==> config.mk <==
export PLATFORM = sky130hd
export DESIGN_NAME = snake_food_gen
export DESIGN_NICKNAME = d
export VERILOG_FILES = /design/src/rtl/snake_food_gen.sv
export SDC_FILE = /design/constraint.sdc
export NUM_CORES = 1
export LEC_CHECK = 0
export ABC_AREA = 1
export CAP_MARGIN = 20
export CORE_MARGIN = 3
export CORE_UTILIZATION = 40
export CTS_CLUSTER_SIZE = 28
export DETAILED_ROUTE_END_ITERATION = 7
export PLACE_DENSITY_LB_ADDON = 0.12
export SLEW_MARGIN = 30
export SYNTH_ARGS = -nofsm -noshare
export SYNTH_HDL_FRONTEND = slang
export SYNTH_SLANG_ARGS = --single-unit
==> constraint.sdc <==
create_clock -name clk -period 4.6 [get_ports clk]
set_clock_uncertainty 0.2 [all_clocks]
set_input_delay 0.46 -clock clk [delete_from_list [all_inputs] [get_ports clk]]
set_output_delay 0.46 -clock clk [all_outputs]
set_load 0.1 [all_outputs]
==> src/rtl/snake_food_gen.sv <==
// Food placer for the snake game: draws free-running LFSR candidates, confirms
// each one against the body store, holds the food until eaten, and keeps score.
module snake_food_gen #(
    parameter int         GRID_W    = 16,
    parameter int         GRID_H    = 8,
    parameter int         MAX_TRIES = 8,
    parameter logic [7:0] SEED      = 8'hA5
) (
    input  logic       clk,
    input  logic       reset,
    input  logic       tick,
    input  logic [3:0] headX,
    input  logic [3:0] headY,
    output logic       qryReq,
    output logic [3:0] qryX,
    output logic [3:0] qryY,
    input  logic       qryHit,
    output logic [3:0] foodX,
    output logic [3:0] foodY,
    output logic       foodValid,
    output logic       eaten,
    output logic [7:0] score,
    output logic       full
);

    localparam int         CELLS = GRID_W * GRID_H;
    localparam int         TW    = $clog2(MAX_TRIES + 1);
    localparam int         SW    = $clog2(CELLS + 1);
    localparam logic [4:0] GW5   = 5'(GRID_W);
    localparam logic [4:0] GH5   = 5'(GRID_H);

    typedef enum logic [2:0] {PICK, WAIT, SCAN, ARMED, DONE} state_e;

    state_e        state_q;
    logic [7:0]    lfsr_q, lfsr_d;
    logic [TW-1:0] tries_q;
    logic [SW-1:0] scan_cnt_q;
    logic          scan_chk_q;
    logic [3:0]    cand_x_q, cand_y_q;
    logic [3:0]    food_x_q, food_y_q;
    logic          food_valid_q, eaten_q, qry_req_q, full_q;
    logic [7:0]    score_q;

    logic [3:0]    pick_x, pick_y, nxt_x, nxt_y;
    logic          pick_ok, eat_hit;

    always_comb begin
        lfsr_d  = {lfsr_q[6:0], lfsr_q[7] ^ lfsr_q[5] ^ lfsr_q[4] ^ lfsr_q[3]};
        pick_x  = 4'({1'b0, lfsr_q[7:4]} % GW5);
        pick_ok = {1'b0, lfsr_q[3:0]} < GH5;
        // Forced-to-row-0 value is only used when falling back to the scan.
        pick_y  = pick_ok ? lfsr_q[3:0] : 4'd0;
        nxt_x   = cand_x_q + 4'd1;
        nxt_y   = cand_y_q;
        if (cand_x_q == 4'(GRID_W - 1)) begin
            nxt_x = 4'd0;
            nxt_y = (cand_y_q == 4'(GRID_H - 1)) ? 4'd0 : cand_y_q + 4'd1;
        end
        eat_hit = tick && (headX == food_x_q) && (headY == food_y_q);
    end

    // NOTE: every state element here is a register updated with non-blocking
    // assignments so all of them see the same pre-edge values within a cycle.
    always_ff @(posedge clk or negedge reset) begin
        if (!reset) begin
            state_q      <= PICK;
            lfsr_q       <= SEED;
            tries_q      <= '0;
            scan_cnt_q   <= '0;
            scan_chk_q   <= 1'b0;
            cand_x_q     <= 4'd0;
            cand_y_q     <= 4'd0;
            food_x_q     <= 4'd0;
            food_y_q     <= 4'd0;
            food_valid_q <= 1'b0;
            eaten_q      <= 1'b0;
            qry_req_q    <= 1'b0;
            full_q       <= 1'b0;
            score_q      <= 8'd0;
        end else begin
            lfsr_q    <= lfsr_d;
            qry_req_q <= 1'b0;
            eaten_q   <= 1'b0;
            case (state_q)
                PICK: begin
                    if (tries_q == TW'(MAX_TRIES)) begin
                        cand_x_q   <= pick_x;
                        cand_y_q   <= pick_y;
                        scan_cnt_q <= '0;
                        scan_chk_q <= 1'b0;
                        state_q    <= SCAN;
                    end else if (!pick_ok) begin
                        tries_q <= tries_q + 1'b1;
                    end else begin
                        cand_x_q  <= pick_x;
                        cand_y_q  <= pick_y;
                        qry_req_q <= 1'b1;
                        state_q   <= WAIT;
                    end
                end
                WAIT: begin
                    if (!qryHit) begin
                        food_x_q     <= cand_x_q;
                        food_y_q     <= cand_y_q;
                        food_valid_q <= 1'b1;
                        tries_q      <= '0;
                        state_q      <= ARMED;
                    end else begin
                        tries_q <= tries_q + 1'b1;
                        if (tries_q == TW'(MAX_TRIES - 1)) begin
                            scan_cnt_q <= '0;
                            scan_chk_q <= 1'b0;
                            state_q    <= SCAN;
                        end else begin
                            state_q <= PICK;
                        end
                    end
                end
                SCAN: begin
                    // Two-phase walk: issue the probe, then judge the answer.
                    if (!scan_chk_q) begin
                        if (scan_cnt_q == SW'(CELLS)) begin
                            full_q       <= 1'b1;
                            food_valid_q <= 1'b0;
                            state_q      <= DONE;
                        end else begin
                            qry_req_q  <= 1'b1;
                            scan_chk_q <= 1'b1;
                        end
                    end else begin
                        scan_chk_q <= 1'b0;
                        if (qryHit) begin
                            cand_x_q   <= nxt_x;
                            cand_y_q   <= nxt_y;
                            scan_cnt_q <= scan_cnt_q + 1'b1;
                        end else begin
                            food_x_q     <= cand_x_q;
                            food_y_q     <= cand_y_q;
                            food_valid_q <= 1'b1;
                            tries_q      <= '0;
                            state_q      <= ARMED;
                        end
                    end
                end
                ARMED: begin
                    if (eat_hit) begin
                        eaten_q      <= 1'b1;
                        food_valid_q <= 1'b0;
                        if (score_q != 8'hFF) score_q <= score_q + 8'd1;
                        state_q      <= PICK;
                    end
                end
                DONE: ;
                default: state_q <= PICK;
            endcase
        end
    end

    assign qryReq    = qry_req_q;
    assign qryX      = cand_x_q;
    assign qryY      = cand_y_q;
    assign foodX     = food_x_q;
    assign foodY     = food_y_q;
    assign foodValid = food_valid_q;
    assign eaten     = eaten_q;
    assign score     = score_q;
    assign full      = full_q;

endmodule

==> key figures, run 1 <==
Pwr
  • Logic pwr share: 0.038
  • Cell Pwr Density: ~220 nW/um2
  • Reg power frac: 0.597
  • Max IR drop VDD: between 100 and 150 uV
  • Pwr Total: 765.2 uW
  • Leak: about 1.7 nW
  • Sw power: approximately 170 uW
  • Sw Ratio: 0.2275
  • Clock power share: 0.365
  • Int Pwr: ~600 uW

Global routing
  • Largest net degree at the start of global routing: 53
  • Initial antenna violation count: 0
  • Total track usage: 0.1544
  • GR Overflow Total: 0
  • Global-route wire length before repair: ~11000 um
  • Vias in the first global route: 2347

Floorplan
  • Starting Density: 0.4244
  • I/O pin count: 40
  • Total core area: 6982 um2
  • Die Wd: 92.07 um
  • # rows: 30
  • Chip Height: between 90 and 100 um
  • Die Area: 8476 um2

Synth
  • Largest family of logic cells by synthesized area: simple AND/OR/NAND/NOR gates
  • Post-Syn Nets: 401
  • #FFs+latches synth: 52
  • Post-synthesis mux area share: 0
  • Top post-synthesis cells by area: dfrtp_1 (41%), nand2_1 (15%), inv_1 (5.4%)
  • Mean Syn Cell Area: 7.756 um2
  • Predominant post-synthesis flop cell: dfrtp_1
  • Synth top area share: 0.4054
  • Post-synthesis sequential area ratio: 0.4409
  • Post-Syn Instances: between 300 and 400
  • Post-synth EDFFs: 0
  • Syn Std Cell Area: about 3000 um2
  • Post-Synth XOR/XNOR Area: 0.04139
  • Compound-Gate Fraction of Synth Area: 0.1220
  • Post-synthesis simple-gate area fraction: 0.3011
  • Post-synthesis adder-cell area fraction: 0.02956
  • Synth top cells by count: nand2_1 (119), dfrtp_1 (48), inv_1 (43), nor2_1 (37), o21ai_0 (24)
  • Post-synth top area cell: dfrtp_1
  • Ys async rst share: 1.000
  • Synth cell types: 36
  • Synth warn: 0
  • Count leader, synth: nand2_1

CTS
  • Post-CTS Setup Inserts: 0
  • H-tree depth: 2
  • CTS resizes: 0
  • Root Buffer: clkbuf_8
  • Clock Sinks: between 50 and 60
  • Hold Buf Count CTS: 0
  • Worst-skew pair later-pin latency: between 0.3 and 0.4 ns
  • CTS tree: yes
  • Clock transition at path regs: roughly 0.10 ns
  • Deepest clock path buffer count: 2
  • Cts bufs inserted: 5

Drt
  • Detailed Route WL: ~6300 um
  • Vias per cell: roughly 4.8
  • Highest routed layer: met4
  • Drt wl/cell: about 12 um
  • DRT met1 WL: roughly 3100 um
  • Antenna Nets Post-Route: 0
  • 1st-iter DRT viols: slightly below 100
  • WL met2: between 2000 and 3000 um
  • First-pass DRT Iterations: 4
  • DRC errors left: 0
  • Via count: 2494
  • Met3 routed WL: about 250 um

Critical path
  • CP max-delay cell: clkdlybuf4s50_1
  • Worst Setup SP: score[5]
  • Crit Path Class: reg -> out
  • CP Launch Type: flip-flop
  • Reg-to-Reg Start: state_q[1]
  • CP Cell Sequence: clkdlybuf4s50_1
  • CP max FO: 7
  • Top Family by Delay on Critical Path: buffers and inverters
  • Crit path required time: 3.94 ns
  • Endpoint class of the critical path: primary output
  • WP buf/inv: 1
  • Worst path arrival time: about 2.0 ns
  • Max incr delay on CP: about 1.2 ns

STA
  • Post-route setup TNS: 0 ns
  • Hold Slack: a little under 0.05 ns
  • Tightest Pin Transition: between 0.9 and 1 ns
  • RSZ-0062 raised after global routing: false
  • Max Fclk: 0.3761 GHz
  • Final period util: 0.5779
  • Final hold viol count: 0
  • Crit path time final: between 2 and 3 ns
  • Slew Limit Headroom: 0.3435
  • Worst Setup Slack, final: between 1.5 and 2 ns
  • Slew Viols, Final: 0
  • Setup Viol. Count Final: 0

Placed design
  • DP Worst Slack: 2.216 ns
  • Port Buffer Count: 39
  • GPL Wtd Cong: 0.8607
  • HPWL after DPL: around 4600 um
  • DP Area: roughly 3500 um2

Finish
  • Layout cells sized above 1: 0.09836
  • Layout net count: around 450
  • Design area: 3553 um2
  • # diodes: 0
  • Area growth, synth to finish: 19.93%

Job
  • Max_cap viols: 0

Min path
  • Min-delay worst type: in -> async

Run status
  • Run status: finished clean
[cell usage in the layout (no fill, tap or decap), drive strengths merged]
cell type      Yosys  routed
a21boi             3       3
a21oi             12      12
a22oi              1       1
a32oi              1       1
buf                2       2
clkbuf             1       6
clkdlybuf4s50      0      38
clkinvlp           0       2
dfrtp             48      48
dfstp              4       4
ha                 7       7
inv               46      46
nand2            121     121
nand3             19      19
nand3b             3       3
nand4             12      12
nor2              43      43
nor3               5       5
o21a               1       1
o21ai             38      38
o31ai              1       1
xnor2              3       3
xor2              11      11
[logic make-up after synthesis]
family,count (synthesis)
XOR/XNOR,14
AO/OA/AOI/OAI,57
AND/OR/NAND/NOR,203
adder cells (fa/ha/maj),7
buffers and inverters,49
flip-flops,52
[registers in the layout (all words and copies together), names as in the netlist]
| name | count |
|---|---|
| eaten | 1 |
| foodValid | 1 |
| foodX | 4 |
| foodY | 4 |
| full | 1 |
| lfsr_q | 8 |
| qryReq | 1 |
| qryX | 4 |
| qryY | 4 |
| scan_chk_q | 1 |
| scan_cnt_q | 8 |
| score | 8 |
| state_q | 3 |
| tries_q | 4 |
[worst paths after layout]
path / to / cells past startpoint / slack [ns]
min in group clk: lfsr_q[2] / 0 / 0.20
worst max-delay path: score[5] / 1 / 1.94
worst min-delay path: score[4] / 2 / 0.05
worst min register to register: lfsr_q[2] / 0 / 0.20
max in group asynchronous: qryReq / 2 / 3.71
worst max register to register: foodX[0] / 6 / 2.52
[area by class of cell]
class	count	area, um2
Clock buffer	6	82.58
Clock inverter	2	15.01
Fill cell	695	3428
Inverter	46	172.7
Multi-Input combinational cell	281	1464
Sequential cell	52	1306
Tap cell	96	120.1
Timing Repair Buffer	40	392.9
[worst reg2reg max path: stages (launching register included)]
cell	delay [ns]
dfrtp_1	0.43
inv_1	0.07
nor2_1	0.17
nand2_4	0.20
o21ai_2	0.70
nand2_1	0.15
o21ai_2	0.09
[per-layer routing]
metal | vias up | track usage
li1 | 1315 | -
met1 | 1137 | 0.2007
met2 | 35 | 0.2585
met3 | 7 | 0.03527
met4 | 0 | 0.04084
met5 | - | 0
[power groups by stage]
stage          sequential (mW)  combinational (mW)  clock (mW)
3_5_place_dp             0.466              0.0303           0
4_1_cts                  0.457              0.0304       0.287
6_report                 0.457              0.0294       0.279
2_1_floorplan            0.466             0.00868           0
3_3_place_gp             0.466              0.0303           0
5_1_grt                  0.457              0.0340       0.305
[stage by stage]
step,instances,utilization
4_1_cts,523,0.5090
6_report,523,0.5090
2_1_floorplan,382,-
5_1_grt,523,0.5090
3_5_place_dp,515,0.4950
3_3_place_gp,515,0.4950
(Power assumes the default switching activity.)
==> run 2, diff against run 1 <==
- clock period: 4.6 -> 2.6 ns (I/O delays scaled with it)
==> run 2 against run 1 <==
Compared with the run above:
- combinational power rose by 81%
- die area did not move
- highest routed layer unchanged
- first-iteration DRC count rose by 33%
- clock-buffer cell count fell by 1
- largest power group unchanged
- worst setup slack got worse by 1.5 ns
- power rose by 85%
- critical path depth rose by 5
==> key figures, run 2 (synthesis results as in run 1) <==
Finish
  • Area growth, synth to finish: 18.88%
  • Layout cells sized above 1: 0.1674
  • Sequential Area: between 1000 and 1500 um2
  • Layout net count: approximately 450
  • Most common cell after layout, fill and taps aside: nand2_1
  • Area occupied by multi-input gates: approximately 1500 um2
  • Most frequent cells in the layout: nand2_1 (119), dfrtp_1 (48), inv_1 (43)
  • Fillers: 686
  • # diodes: 0
  • Post-Layout Cell Count: 526

Floorplan
  • # rows: 30
  • Die Area: ~8500 um2
  • Die Wd: ~92 um
  • I/O pin count: 40
  • Total core area: 6982 um2
  • Chip Height: roughly 92 um
  • Starting Density: 0.4244

Drt
  • Via count: around 2.5k
  • DRC errors left: 0
  • 1st-iter DRT viols: 130
  • Drt wl/cell: approximately 12 um
  • Antenna Nets Post-Route: 0
  • First-pass DRT Iterations: 4
  • Vias per cell: roughly 4.7
  • Detailed Route WL: approximately 6200 um

Global routing
  • Total track usage: 0.1554
  • Largest net degree at the start of global routing: 53
  • Global-route wire length before repair: about 11000 um
  • GR Overflow Total: 0
  • Initial antenna violation count: 0
  • Vias in the first global route: 2360

Critical path
  • Endpoint class of the critical path: flip-flop
  • FF-to-FF path depth: 6
  • Crit path required time: approximately 2.6 ns
  • RR Endpoint: foodX[1]
  • Worst path arrival time: about 2.2 ns
  • Crit Path Class: reg -> reg
  • CP max FO: 17
  • Worst Setup SP: state_q[1]
  • Critical path endpoint: foodX[1]
  • Reg-to-Reg Start: state_q[1]
  • CP Launch Type: flip-flop
  • Minimum setup slack among reg-to-reg paths: between 0.4 and 0.5 ns

Pwr
  • Sw Ratio: 0.2122
  • Max IR drop VDD: about 240 uV
  • Leak: approximately 1.8 nW
  • Pwr Total: approximately 1.4 mW
  • Clock power share: 0.392
  • Cell Pwr Density: a little over 400 nW/um2
  • Int Pwr: approximately 1.1 mW
  • Logic pwr share: 0.038
  • Reg power frac: 0.571
  • Sw power: around 300 uW

STA
  • Tightest Pin Transition: 0.7945 ns
  • Setup Viol. Count Final: 0
  • RSZ-0062 raised after global routing: false
  • Post-route setup TNS: 0 ns
  • Max Fclk: between 0.4 and 0.5 GHz
  • Final period util: 0.8119
  • Slew Limit Headroom: 0.4703
  • Crit path time final: 2.111 ns
  • Final hold viol count: 0
  • Slew Viols, Final: 0

Placed design
  • Port Buffer Count: 39
  • HPWL after DPL: between 4000 and 5000 um
  • GPL Wtd Cong: about 0.89
  • Placed cells: slightly above 500

CTS
  • Hold Buf Count CTS: 1
  • CTS tree: yes
  • Cts bufs inserted: 5
  • Root Buffer: clkbuf_8
  • H-tree depth: 2
  • Worst-skew pair later-pin latency: around 0.3 ns
  • Post-CTS Setup Inserts: 0
  • Clock Sinks: 52
  • CTS resizes: 0
  • Clock transition at path regs: about 0.090 ns
  • Deepest clock path buffer count: 2

Min path
  • WHS Path Cells: 0
  • Min-delay worst type: reg -> reg

Run status
  • Run status: finished clean

Job
  • Max_cap viols: 0
run 2: worst min path at each step:
stage | endpoint | start
after floorplan | eaten | reset
after global routing | lfsr_q[7] | lfsr_q[6]
final | lfsr_q[7] | lfsr_q[6]
after detailed placement | lfsr_q[7] | lfsr_q[6]
after CTS | lfsr_q[7] | lfsr_q[6]
after global placement | lfsr_q[7] | lfsr_q[6]
run 2: metal layers:
| layer | routed length [um] | up-vias | track usage |
|---|---|---|---|
| li1 | - | 1323 | - |
| met1 | 3081 | 1121 | 0.2123 |
| met2 | 2764 | 46 | 0.2439 |
| met3 | 284 | 8 | 0.03856 |
| met4 | 92 | 0 | 0.04579 |
| met5 | 0 | - | 0 |
run 2: power groups by stage:
| stage | combinational [mW] | clock, mW | sequential (mW) |
|---|---|---|---|
| 5_1_grt | 0.0608 | 0.605 | 0.809 |
| 2_1_floorplan | 0.0154 | 0 | 0.824 |
| 6_report | 0.0533 | 0.555 | 0.808 |
| 3_3_place_gp | 0.0537 | 0 | 0.824 |
| 4_1_cts | 0.0554 | 0.578 | 0.808 |
| 3_5_place_dp | 0.0537 | 0 | 0.824 |
run 2: stage by stage:
stage	util	cell area [um2]	hold WS (ns)	setup slack, ns
floorplan	-	2963	-0.2356	0.1730
global placement	0.4871	3401	0.1682	0.6164
CTS	0.5045	3522	0.1942	0.4821
global route	0.5045	3522	0.1980	0.2696
detailed placement	0.4871	3401	0.1722	0.5564
finish	0.5045	3522	0.1880	0.4890
run 2: area by class of cell:
type	instances	share of cell area
tap	96	0.03410
multi-input combinational	281	0.4156
sequential	52	0.3709
inverter	46	0.04902
clock inverter	3	0.01208
timing repair buffer	43	0.09876
clock buffer	5	0.01954
run 2: critical path, cell delays in order, from the launching register on:
cell	delay (ns)
dfrtp_1	0.44
inv_1	0.08
nor2_1	0.19
nand2_4	0.21
o21ai_2	0.68
nand2_1	0.16
o21ai_2	0.09
==> run 3, diff against run 2 <==
- clock period: 2.6 -> 2.1 ns (I/O delays scaled with it)
==> run 3 against run 2 <==
Compared with the run above:
- non-clock buffer count grew 6
- worst hold slack lost 0.027 ns
- die area is the same
- sequential share of layout area is essentially flat
- register-to-register slack lost 0.27 ns
- core utilization grew 0.75 points
- combinational power grew 32%
- routed wire length grew 2.9%
- design area grew 1.5%
- power grew 17%
- critical path type unchanged
- critical endpoint is now state_q[2]
- largest power group unchanged
==> key figures, run 3 (synthesis results as in run 1) <==
Run status
  • Run status: finished clean

STA
  • Slew Viols, Final: 0
  • Crit path time final: 1.886 ns
  • Post-route setup TNS: 0 ns
  • Slew Limit Headroom: 0.6685
  • RSZ-0062 raised after global routing: false
  • Final hold viol count: 0
  • Tightest Pin Transition: 0.4954 ns
  • Hold Slack: 0.1613 ns
  • Setup Viol. Count Final: 0
  • Final period util: 0.8979
  • Max Fclk: approximately 0.53 GHz

Drt
  • First-pass DRT Iterations: 4
  • 1st-iter DRT viols: between 100 and 150
  • Highest routed layer: met4
  • Via count: around 2.6k
  • Detailed Route WL: roughly 6400 um
  • Antenna Nets Post-Route: 0
  • WL met2: 2915 um
  • Met3 routed WL: ~310 um
  • DRT met1 WL: ~3100 um
  • DRC errors left: 0
  • Drt wl/cell: 12.03 um
  • Vias per cell: 4.840

Pwr
  • Leak: 1.783 nW
  • Max IR drop VDD: between 200 and 250 uV
  • Pwr Total: ~1.7 mW
  • Cell Pwr Density: 464.0 nW/um2

Global routing
  • Initial antenna violation count: 0
  • Largest net degree at the start of global routing: 23
  • Total track usage: 0.1635
  • GR Overflow Total: 0
  • Global-route wire length before repair: 11330 um
  • Vias in the first global route: roughly 2.4k

Floorplan
  • Die Area: approximately 8500 um2
  • Chip Height: 92.07 um
  • Die Wd: about 92 um
  • I/O pin count: 40
  • Total core area: between 6000 and 7000 um2
  • # rows: 30
  • Starting Density: 0.4244

CTS
  • Root Buffer: clkbuf_8
  • Deepest clock path buffer count: 2
  • Worst-skew pair later-pin latency: 0.31 ns
  • Post-CTS Setup Inserts: 0
  • CTS tree: yes
  • Clock Sinks: 52
  • Clock transition at path regs: about 0.09 ns
  • H-tree depth: 2
  • Cts bufs inserted: 5

Critical path
  • Critical path depth: 10
  • Minimum setup slack among reg-to-reg paths: 0.21 ns
  • CP Cell Sequence: inv_1 > nor2_1 > nand2_4 > buf_4 > nor2_4 > nand2_1 > o21ai_0 > nor2_1 > nand3_1 > nand2_1
  • WP buf/inv: 2
  • Worst path arrival time: around 1.9 ns
  • Endpoint class of the critical path: flip-flop
  • CP Launch Type: flip-flop
  • Reg-to-Reg Start: state_q[1]
  • FF-to-FF path depth: 10
  • Crit Path Class: reg -> reg
  • Worst Setup SP: state_q[1]
  • Crit path required time: 2.10 ns
  • Max incr delay on CP: around 0.42 ns
  • RR Endpoint: state_q[2]
  • Critical path endpoint: state_q[2]
  • CP max FO: 7
  • CP max-delay cell: dfrtp_1
  • Top Family by Delay on Critical Path: simple AND/OR/NAND/NOR gates

Placed design
  • DP Area: between 3000 and 4000 um2
  • GPL Wtd Cong: approximately 0.88
  • Port Buffer Count: 39
  • HPWL after DPL: 4923 um

Finish
  • Layout cells sized above 1: 0.2133
  • Most common cell after layout, fill and taps aside: nand2_1
  • Area growth, synth to finish: 20.65%
  • Design area: around 3600 um2
  • Layout net count: 454
  • Most frequent cells in the layout: nand2_1 (119), inv_1 (43), nor2_1 (37), buf_4 (37), dfrtp_1 (33)
  • # diodes: 0

Min path
  • Min-delay worst type: in -> async

Job
  • Max_cap viols: 0
[run 3: cell count changes in the layout (fill, tap and decap cells not counted), sizes merged]
cell	delta
buf	+6
bufinv	-1
clkbuf	+1
clkinv	+1
clkinvlp	-1
[run 3: worst min-delay path by stage]
stage	cells past startpoint	end	slack [ns]	start
after floorplan	0	eaten	-0.29	reset
after detailed placement	1	score[5]	-0.03	reset
after CTS	2	score[5]	0.17	reset
after global placement	1	score[5]	-0.03	reset
after global routing	2	score[5]	0.19	reset
final	2	qryY[3]	0.16	reset
[run 3: layout make-up]
cell class	count	area, um2
sequential	52	1325
timing repair buffer	49	392.9
clock inverter	2	10.01
clock buffer	6	82.58
multi-input combinational	281	1471
inverter	46	172.7
tap	96	120.1
fill	695	3407
[run 3: routing by layer]
layer  up-vias  GRT usage
li1       1337          -
met1      1170     0.2324
met2        60     0.2561
met3         8    0.02789
met4         0    0.04703
met5         -          0
[run 3: per-stage QoR]
| stage | util | std cells | worst slack (ns) |
|---|---|---|---|
| 2_1_floorplan | - | 382 | 0.009579 |
| 3_3_place_gp | 0.4962 | 523 | 0.1707 |
| 3_5_place_dp | 0.4962 | 523 | 0.1472 |
| 4_1_cts | 0.5109 | 532 | 0.1615 |
| 5_1_grt | 0.5120 | 532 | 0.04626 |
| 6_report | 0.5120 | 532 | 0.2145 |
[run 3: repair_timing]
item | CTS | global route
endpoints found under the setup margin | 0 | 2
gates resized for setup | 0 | 1
hold endpoints to repair | 17 | 0
hold buffers | 1 | 0
[run 3: report_power, final]
part | internal (mW) | switching [mW] | total, mW | leakage [nW]
logic | 0.0301 | 0.0402 | 0.0703 | 1.11
clock network | 0.264 | 0.324 | 0.588 | 0.0510
registers | 1.00 | 0 | 1.00 | 0.618
